==> src/rtl/keypad_pin_ctrl.sv <==
// keypad_pin_ctrl
// Sits behind the 3x4 keypad row scanner. It debounces the scanner's
// per-cycle code stream into single-shot key events and collects a
// fixed-length PIN. It checks the PIN against pin_ref and drives the
// unlock / fail / lockout status.
//
// Optional feature macro: KEYPAD_PIN_LOCKOUT_EN
//   defined   -> MAX_FAIL consecutive failures put the FSM in LOCK for LOCK_CYC cycles
//   undefined -> LOCK unreachable, locked tied low
//
// Ports:
//   clk        in   system clock
//   rst        in   synchronous active-high reset
//   key_inp    in   scanner code: 0-9 digits, 10 '*', 11 '#', 12-15 none
//   pin_ref    in   reference PIN, first digit in the most-significant nibble
//   key_valid  out  one-cycle pulse per accepted key
//   key_code   out  code of the last accepted key (12 after reset)
//   digit_cnt  out  digits entered so far
//   unlock     out  high while in OPEN
//   fail       out  one-cycle pulse on a wrong or short PIN
//   locked     out  high while in LOCK
//   state      out  IDLE=0 ENTRY=1 CHECK=2 OPEN=3 FAIL=4 LOCK=5
module keypad_pin_ctrl #(
   parameter int DIGITS   = 4,
   parameter int DEB_CNT  = 8,
   parameter int GAP_CYC  = 8,
   parameter int OPEN_CYC = 1000,
   parameter int MAX_FAIL = 3,
   parameter int LOCK_CYC = 5000
) (
   input  logic                clk,
   input  logic                rst,
   input  logic [3:0]          key_inp,
   input  logic [4*DIGITS-1:0] pin_ref,
   output logic                key_valid,
   output logic [3:0]          key_code,
   output logic [3:0]          digit_cnt,
   output logic                unlock,
   output logic                fail,
   output logic                locked,
   output logic [2:0]          state
);

   localparam int BUF_W   = 4 * DIGITS;
   localparam int SIGHT_W = $clog2(DEB_CNT + 1);
   localparam int GAP_W   = $clog2(GAP_CYC + 1);
   localparam int TMR_MAX = (OPEN_CYC > LOCK_CYC) ? OPEN_CYC : LOCK_CYC;
   localparam int TMR_W   = $clog2(TMR_MAX + 1);
   localparam int FAIL_W  = $clog2(MAX_FAIL + 1);

   localparam logic [3:0] CODE_STAR = 4'd10;
   localparam logic [3:0] CODE_HASH = 4'd11;
   localparam logic [3:0] CODE_NONE = 4'd12;

   typedef enum logic [2:0] {
      S_IDLE  = 3'd0,
      S_ENTRY = 3'd1,
      S_CHECK = 3'd2,
      S_OPEN  = 3'd3,
      S_FAIL  = 3'd4,
      S_LOCK  = 3'd5
   } state_t;

   // debouncer
   logic [3:0]         cand_q, cand_d;
   logic [SIGHT_W-1:0] sight_q, sight_d;
   logic [GAP_W-1:0]   gap_q, gap_d;
   logic               pressed_q, pressed_d;
   logic               key_valid_q, key_valid_d;
   logic [3:0]         key_code_q, key_code_d;

   // PIN FSM
   state_t             state_q, state_d;
   logic [BUF_W-1:0]   buf_q, buf_d;
   logic [3:0]         digit_cnt_q, digit_cnt_d;
   logic               ovf_q, ovf_d;
   logic [FAIL_W-1:0]  fail_cnt_q, fail_cnt_d;
   logic [TMR_W-1:0]   timer_q, timer_d;
   logic               unlock_q, unlock_d;
   logic               fail_q, fail_d;
   logic               is_digit;
   logic               is_end_key;

   // ---------------------------------------------------------------
   // Debouncer: the scanner only shows a held key every 4th cycle, so
   // short gaps keep the press alive; GAP_CYC empty cycles release it.
   // ---------------------------------------------------------------
   always_comb begin
      cand_d      = cand_q;
      sight_d     = sight_q;
      gap_d       = gap_q;
      pressed_d   = pressed_q;
      key_valid_d = 1'b0;
      key_code_d  = key_code_q;

      if (key_inp <= CODE_HASH) begin
         gap_d = '0;
         if (key_inp == cand_q) begin
            if (sight_q != SIGHT_W'(DEB_CNT)) begin
               sight_d = sight_q + 1'b1;
            end
         end else begin
            // a new code restarts the count but leaves pressed alone, so
            // rolling onto a second key never yields a second event
            cand_d  = key_inp;
            sight_d = SIGHT_W'(1);
         end
      end else begin
         if (gap_q != GAP_W'(GAP_CYC)) begin
            gap_d = gap_q + 1'b1;
         end
         if (gap_d == GAP_W'(GAP_CYC)) begin
            pressed_d = 1'b0;
            sight_d   = '0;
            cand_d    = CODE_NONE;
         end
      end

      if ((sight_d == SIGHT_W'(DEB_CNT)) && !pressed_q) begin
         pressed_d   = 1'b1;
         key_valid_d = 1'b1;
         key_code_d  = cand_d;
      end
   end

   // ---------------------------------------------------------------
   // PIN FSM: acts on the registered key event (key_valid_q/key_code_q)
   // ---------------------------------------------------------------
   assign is_digit   = (key_code_q <= 4'd9);
   assign is_end_key = (key_code_q == CODE_STAR) || (key_code_q == CODE_HASH);

   always_comb begin
      state_d     = state_q;
      buf_d       = buf_q;
      digit_cnt_d = digit_cnt_q;
      ovf_d       = ovf_q;
      fail_cnt_d  = fail_cnt_q;
      timer_d     = timer_q;

      case (state_q)
         S_IDLE: begin
            if (key_valid_q && is_digit) begin
               buf_d       = BUF_W'({buf_q, key_code_q});
               digit_cnt_d = 4'd1;
               state_d     = S_ENTRY;
            end
         end
         S_ENTRY: begin
            if (key_valid_q) begin
               if (is_digit) begin
                  if (digit_cnt_q < 4'(DIGITS)) begin
                     buf_d       = BUF_W'({buf_q, key_code_q});
                     digit_cnt_d = digit_cnt_q + 4'd1;
                  end else begin
                     // too many digits: remember it so CHECK rejects the entry
                     ovf_d = 1'b1;
                  end
               end else if (key_code_q == CODE_STAR) begin
                  digit_cnt_d = 4'd0;
                  ovf_d       = 1'b0;
                  state_d     = S_IDLE;
               end else if (key_code_q == CODE_HASH) begin
                  state_d = S_CHECK;
               end
            end
         end
         S_CHECK: begin
            digit_cnt_d = 4'd0;
            ovf_d       = 1'b0;
            if ((digit_cnt_q == 4'(DIGITS)) && !ovf_q && (buf_q == pin_ref)) begin
               state_d    = S_OPEN;
               fail_cnt_d = '0;
               timer_d    = '0;
            end else begin
               state_d = S_FAIL;
               if (fail_cnt_q != FAIL_W'(MAX_FAIL)) begin
                  fail_cnt_d = fail_cnt_q + 1'b1;
               end
            end
         end
         S_OPEN: begin
            if ((key_valid_q && is_end_key) || (timer_q == TMR_W'(OPEN_CYC - 1))) begin
               state_d = S_IDLE;
            end else begin
               timer_d = timer_q + 1'b1;
            end
         end
         S_FAIL: begin
`ifdef KEYPAD_PIN_LOCKOUT_EN
            if (fail_cnt_q == FAIL_W'(MAX_FAIL)) begin
               state_d = S_LOCK;
               timer_d = '0;
            end else begin
               state_d = S_IDLE;
            end
`else
            state_d = S_IDLE;
`endif
         end
`ifdef KEYPAD_PIN_LOCKOUT_EN
         S_LOCK: begin
            if (timer_q == TMR_W'(LOCK_CYC - 1)) begin
               state_d    = S_IDLE;
               fail_cnt_d = '0;
            end else begin
               timer_d = timer_q + 1'b1;
            end
         end
`endif
         default: state_d = S_IDLE;
      endcase

      // status outputs are registered copies of the next state
      unlock_d = (state_d == S_OPEN);
      fail_d   = (state_d == S_FAIL);
   end

   always_ff @(posedge clk) begin
      if (rst) begin
         cand_q      <= CODE_NONE;
         sight_q     <= '0;
         gap_q       <= '0;
         pressed_q   <= 1'b0;
         key_valid_q <= 1'b0;
         key_code_q  <= CODE_NONE;
         state_q     <= S_IDLE;
         buf_q       <= '0;
         digit_cnt_q <= 4'd0;
         ovf_q       <= 1'b0;
         fail_cnt_q  <= '0;
         timer_q     <= '0;
         unlock_q    <= 1'b0;
         fail_q      <= 1'b0;
      end else begin
         cand_q      <= cand_d;
         sight_q     <= sight_d;
         gap_q       <= gap_d;
         pressed_q   <= pressed_d;
         key_valid_q <= key_valid_d;
         key_code_q  <= key_code_d;
         state_q     <= state_d;
         buf_q       <= buf_d;
         digit_cnt_q <= digit_cnt_d;
         ovf_q       <= ovf_d;
         fail_cnt_q  <= fail_cnt_d;
         timer_q     <= timer_d;
         unlock_q    <= unlock_d;
         fail_q      <= fail_d;
      end
   end

`ifdef KEYPAD_PIN_LOCKOUT_EN
   logic locked_q;
   always_ff @(posedge clk) begin
      if (rst) begin
         locked_q <= 1'b0;
      end else begin
         locked_q <= (state_d == S_LOCK);
      end
   end
   assign locked = locked_q;
`else
   assign locked = 1'b0;
`endif

   assign key_valid = key_valid_q;
   assign key_code  = key_code_q;
   assign digit_cnt = digit_cnt_q;
   assign unlock    = unlock_q;
   assign fail      = fail_q;
   assign state     = state_q;

endmodule

==> config.mk <==
export PLATFORM = sky130hd
export DESIGN_NAME = keypad_pin_ctrl
export DESIGN_NICKNAME = d
export VERILOG_FILES = /design/src/rtl/keypad_pin_ctrl.sv
export SDC_FILE = /design/constraint.sdc
export NUM_CORES = 1
export LEC_CHECK = 0
export CORE_MARGIN = 2
export CORE_UTILIZATION = 52
export DETAILED_ROUTE_END_ITERATION = 7
export PLACE_DENSITY = 0.76
export SYNTH_ARGS = -nofsm -noshare
export SYNTH_HDL_FRONTEND = slang
export SYNTH_SLANG_ARGS = --single-unit
==> constraint.sdc <==
create_clock -name clk -period 3.58 [get_ports clk]
set_clock_uncertainty 0.15 [all_clocks]
set_input_delay 0.716 -clock clk [delete_from_list [all_inputs] [get_ports clk]]
set_output_delay 0.716 -clock clk [all_outputs]
set_load 0.005 [all_outputs]
==> impl_metrics.json, run 1 <==
{
  "outcome": "completed",
  "hold_slack_ps": 345.7,
  "dr.pass1.iters": 5,
  "grt_setup_unrepaired": "false",
  "crit_path_end_kind": "flip-flop",
  "final-seq-area_um2": 1141,
  "finalHoldViolCount": 0,
  "synth-edff-count": 0,
  "worstMarginPinSlew_ps": 536.0,
  "avgRoutedWirePerCell_um": 13.33,
  "top_usage_layer": "met2",
  "areaGrowthSynthToFinish_pct": 19.60,
  "clk_latency_ps": 330,
  "die_h_um": 78,
  "grt_pass1_wl_um": 9335,
  "worstPathCellList": "clkdlybuf4s50_1 > xnor2_1 > nand4_1 > or3_1 > a221oi_1 > and3_1 > mux2_4",
  "critical_path_class": "primary input to flip-flop",
  "initial_utilization_pct": 54.71,
  "die_area_um2": 6084,
  "nets": 377,
  "pin_count": 37,
  "critPathSlowestCell": "clkdlybuf4s50_1",
  "grtUsageTotal_pct": 19.57,
  "setup_tns_ps": 0,
  "cpLargestDelayFamily": "simple AND/OR/NAND/NOR gates",
  "clock_sinks": 57,
  "path_max_fanout": 6,
  "diodes": 0,
  "ant_nets": 0,
  "port-buffer-count": 35,
  "cts_made_buffers": 9,
  "multiInputGateArea_um2": 1575,
  "core_um2": 5205,
  "cts_hold_buffers": 0,
  "async_flop_share_pct": 0,
  "nFillCells": 438,
  "ys_seq_area_share_pct": 40.07,
  "finalCriticalPeriod_ps": 2867,
  "grt_pass1_vias": 2008,
  "cp.buffers_inverters": 1,
  "p_leak_nw": 1.299,
  "num_vias": 2263,
  "yosysMostFrequentCell": "dfxtp_1",
  "setup_viol": 0,
  "ctsResizeCount": 0,
  "drt-vias-per-instance": 5.363,
  "layout.cells.non_filler": 422,
  "row_count": 26,
  "cts_root_buf": "clkbuf_8",
  "syn_area_um2": 2848,
  "drcViolationCount": 0,
  "grt_max_degree": 24,
  "maxCapViolCount": 0,
  "relSlewSlack_pct": 63.99,
  "cts_setup_buffers": 0,
  "critical_path_required_ps": 3650,
  "syn_avg_cell_area_um2": 9.127,
  "cts.reportedPaths.clkPinSlew_ps": 60,
  "hold_class": "flip-flop to flip-flop",
  "grt-ovfl-total": 0,
  "drive_gt1_share_pct": 10.23,
  "grtUsageMet1_pct": 24.67,
  "synthFlopType": "dfxtp_1",
  "synthCells": 312,
  "slew_violations": 0,
  "drtIter0Drc": 108,
  "arrival_ps": 2930,
  "postSynthNetCount": 341,
  "cts_buffer_depth": 2,
  "fmax_mhz": 348.8,
  "gp_congestion": 0.8302,
  "synth_top_area_cell": "dfxtp_1",
  "power_w": 0.001219,
  "fin_crit_sh_pct": 80.08,
  "synth.area.top_cells": "dfxtp_1 40%, xnor2_1 7.1%, mux2i_1 6.3%, nor2_1 5.3%, ha_1 3.1%",
  "synth_common_cells": "57 x dfxtp_1, 40 x nor2_1, 23 x xnor2_1, 18 x mux2i_1, 17 x nand2_1",
  "cts_tree": "built",
  "synth_cell_types": 56,
  "htreeDepth": 3,
  "critPathLaunchType": "primary input",
  "ys_warn_count": 0,
  "routed_wirelength_um": 5627,
  "p_per_area_nw_per_um2": 357.9,
  "yosys_register_bits": 57,
  "dp_hpwl_um": 4081,
  "placedCellCount": 407,
  "grt.met3_usage_pct": 6.744,
  "cpPeakStageDelay_ps": 580,
  "ir_drop_uv": 289.1,
  "die_w_um": 78,
  "synth_top_area_share_pct": 40.07,
  "grt_use_met2_pct": 30.69,
  "antenna_found_initial": 0
}
area by class of cell:
cell class	count	area share [%]
Tap cell	70	2.572
Clock inverter	4	0.5878
Sequential cell	57	33.50
Inverter	10	1.102
Timing Repair Buffer	42	11.83
Multi-Input combinational cell	228	46.25
Clock buffer	11	4.151
path summary, 6_finish.rpt:
path	from	end	slack, ps	cells after the start
setup / recovery	key_inp[2]	key_code[3]$_SDFFE_PP1P_	710	7
hold / removal	sight_q[0]$_SDFF_PP0_	sight_q[0]$_SDFF_PP0_	350	2
setup reg to reg	gap_q[0]$_SDFF_PP0_	key_code[3]$_SDFFE_PP1P_	810	8
hold reg to reg	sight_q[0]$_SDFF_PP0_	sight_q[0]$_SDFF_PP0_	350	2
power breakdown:
group / internal, W / leakage [nW] / switching, W
logic: 0.0000409 / 0.750 / 0.0000337
registers: 0.000639 / 0.461 / 0.00000391
clock network: 0.000261 / 0.0887 / 0.000241
flip-flops by register name, indices dropped and copies added (netlist names):
register	count
buf_q	16
timer_q	13
cand_q	4
digit_cnt	4
gap_q	4
key_code	4
sight_q	4
state	3
fail	1
key_valid	1
ovf_q	1
pressed_q	1
unlock	1
routing by layer:
layer | vias up | share of wire (%)
met5 | - | 0
met4 | 0 | 1.8
li1 | 1162 | -
met1 | 1050 | 45
met3 | 10 | 4.0
met2 | 41 | 49
kinds of logic after synthesis:
| kind of cell | count (synthesis) | share of synthesized area (%) |
|---|---|---|
| other | 1 | 0.1317 |
| and+or+nand+nor | 117 | 21.79 |
| AOI/OAI and AO/OA | 48 | 11.56 |
| muxes | 24 | 9.227 |
| buffers and inverters | 27 | 4.613 |
| adders and majority gates | 7 | 3.075 |
| xor gates and xnor gates | 31 | 9.534 |
| DFF | 57 | 40.07 |
stage by stage:
step                      util, %  instance area, um^2  worst slack [ps]
after floorplan                 -                 2848              1083
after global placement      62.33                 3244             470.3
after detailed placement    62.33                 3244             391.0
after CTS                   65.43                 3406             731.3
after global routing        65.43                 3406             607.8
final                       65.43                 3406             713.3
cell usage in the layout, fill, tap and decap left out, types with 5 or more instances in the layout:
master / instances
dfxtp_1: 57
nor2_1: 40
clkdlybuf4s50_1: 35
xnor2_1: 23
mux2i_1: 18
nand2_1: 17
a21oi_1: 14
inv_1: 10
nand3_1: 10
clkbuf_8: 10
nor3_1: 8
xor2_1: 8
nand4_1: 7
ha_1: 7
buf_4: 7
nand3b_1: 5
o21ai_0: 5
worst register-to-register path: cells and delay by family (launching register included):
family | cells | cell delay (ps)
buffers and inverters | 1 | 120
muxes | 1 | 330
DFF | 1 | 420
AOI/OAI and AO/OA | 2 | 420
adders and majority gates | 1 | 230
and+or+nand+nor | 3 | 1000
Note: power is estimated with default switching activity, not from simulation.
==> run 2: changes to the inputs <==
--- a/config.mk
+++ b/config.mk
@@ -6,7 +6,7 @@
 export NUM_CORES = 1
 export LEC_CHECK = 0
 export CORE_MARGIN = 2
-export CORE_UTILIZATION = 52
+export CORE_UTILIZATION = 50
 export DETAILED_ROUTE_END_ITERATION = 7
 export PLACE_DENSITY = 0.76
 export SYNTH_ARGS = -nofsm -noshare
==> constraint.sdc (replaced) <==
create_clock -name clk -period 2.6 [get_ports clk]
set_clock_uncertainty 0.15 [all_clocks]
set_input_delay 0.52 -clock clk [delete_from_list [all_inputs] [get_ports clk]]
set_output_delay 0.52 -clock clk [all_outputs]
set_load 0.005 [all_outputs]
==> impl_metrics.json, run 2 (synthesis gave the netlist of run 1 again) <==
{
  "outcome": "completed",
  "antenna_found_initial": 0,
  "cts_hold_buffers": 0,
  "placedCellCount": 427,
  "hold_class": "flip-flop to flip-flop",
  "min_from": "timer_q[1]$_SDFFE_PP0P_",
  "die_w_um": 79.47,
  "nets": 395,
  "slew_violations": 0,
  "htreeDepth": 3,
  "layout_common_cells": "55 x dfxtp_1, 40 x nor2_1, 35 x clkdlybuf4s50_1",
  "diodes": 0,
  "cts_buffer_depth": 2,
  "gp_congestion": 0.8442,
  "clock_sinks": 57,
  "core_um2": 5507,
  "cts_root_buf": "clkbuf_8",
  "largest_reg_flops": 16,
  "maxCapViolCount": 0,
  "clk_latency_ps": 340,
  "ant_nets": 0,
  "crit_path_end_kind": "flip-flop",
  "fin_util_pct": 65.74,
  "drive_gt1_share_pct": 15.90,
  "layout.cells.non_filler": 443,
  "fin_crit_sh_pct": 95.69,
  "critical_path_class": "primary input to flip-flop",
  "num_vias": 2392,
  "arrival_ps": 2570,
  "setup_viol": 0,
  "critical_path_required_ps": 2680,
  "r2r_end": "key_code[2]$_SDFFE_PP1P_",
  "row_count": 27,
  "grt_pass1_vias": 2140,
  "ff2ff_path_depth": 8,
  "ir_drop_uv": 363.9,
  "regMostFlops": "buf_q",
  "path_max_fanout": 6,
  "final_area_um2": 3620,
  "cts_setup_buffers": 0,
  "dp_hpwl_um": 4303,
  "dr.pass1.iters": 5,
  "die_area_um2": 6315,
  "drtIter0Drc": 122,
  "finalHoldViolCount": 0,
  "grtUsageTotal_pct": 20.47,
  "grt_pass1_wl_um": 10030,
  "place_ws_ps": -253.2,
  "p_leak_nw": 1.417,
  "nFillCells": 443,
  "finalCriticalPeriod_ps": 2488,
  "initial_utilization_pct": 51.72,
  "p_per_area_nw_per_um2": 537.2,
  "grt_max_degree": 18,
  "final-seq-area_um2": 1144,
  "reg2reg_slack_ps": 110,
  "routed_wirelength_um": 5999,
  "cts_made_buffers": 9,
  "reg2reg_from": "gap_q[1]$_SDFF_PP0_",
  "worstMarginPinSlew_ps": 598.9,
  "cts_tree": "built",
  "dpl_cell_area_um2": 3382,
  "setup_ws_ps": 112.0,
  "cts.reportedPaths.clkPinSlew_ps": 60,
  "critPathLaunchType": "primary input",
  "layout_commonest_cell": "dfxtp_1",
  "hold_depth": 2,
  "pin_count": 37,
  "crit_start": "key_inp[0]",
  "multiInputGateArea_um2": 1582,
  "avgRoutedWirePerCell_um": 13.54,
  "min_to": "timer_q[1]$_SDFFE_PP0P_",
  "reg.largest.list": "buf_q (16), timer_q (13)",
  "drt-vias-per-instance": 5.400,
  "areaGrowthSynthToFinish_pct": 27.11,
  "relSlewSlack_pct": 59.89,
  "grt-ovfl-total": 0,
  "die_h_um": 79.47,
  "setup_tns_ps": 0,
  "port-buffer-count": 35,
  "drcViolationCount": 0,
  "fmax_mhz": 401.9
}
==> run 2: routing by layer <==
layer / vias up / routed length, um / track usage (%)
met1: 1115 / 2696 / 26.42
met2: 62 / 2917 / 31.60
met5: - / 0 / 0
li1: 1205 / - / -
met3: 10 / 285 / 6.787
met4: 0 / 100 / 7.931
==> run 2: worst max-delay path by stage <==
stage / end / slack, ps
2_1_floorplan: key_code[0]$_SDFFE_PP0P_ / 100
3_3_place_gp: key_code[3]$_SDFFE_PP1P_ / -180
3_5_place_dp: key_code[2]$_SDFFE_PP1P_ / -250
4_1_cts: key_code[2]$_SDFFE_PP1P_ / 30
5_1_grt: key_code[0]$_SDFFE_PP0P_ / -6
6_report: key_code[2]$_SDFFE_PP1P_ / 110
==> run 2: through the flow <==
stage	total power [W]	hold WS [ps]
after global routing	0.002013	348.7
after global placement	0.001021	314.0
after detailed placement	0.001023	331.5
final	0.001944	336.5
after floorplan	0.0009589	299.2
after CTS	0.001964	341.2
==> run 2: worst max-delay path: stages <==
cell and delay, ps:
clkdlybuf4s50_1 450, xnor2_1 220, nand4_1 130, or3_1 370
a221oi_2 200, and3_1 200, buf_4 170, mux2_4 300
==> run 2: timing repair <==
item,in CTS,in global routing
endpoints found under the hold margin,0,0
resized for setup,0,4
setup endpoints to repair,0,4
==> run 2: final cells by class <==
type,instances,share of cell area [%]
Clock inverter,5,2.143
Clock buffer,11,4.183
Multi-Input combinational cell,228,43.69
Timing Repair Buffer,60,14.86
Sequential cell,57,31.59
Inverter,10,1.037
Tap cell,72,2.489
==> run 2: power breakdown <==
| part | leakage [nW] | internal [W] | switching [W] |
|---|---|---|---|
| combinational | 0.841 | 0.0000682 | 0.0000531 |
| sequential | 0.462 | 0.000880 | 0.00000464 |
| clock | 0.115 | 0.000588 | 0.000351 |
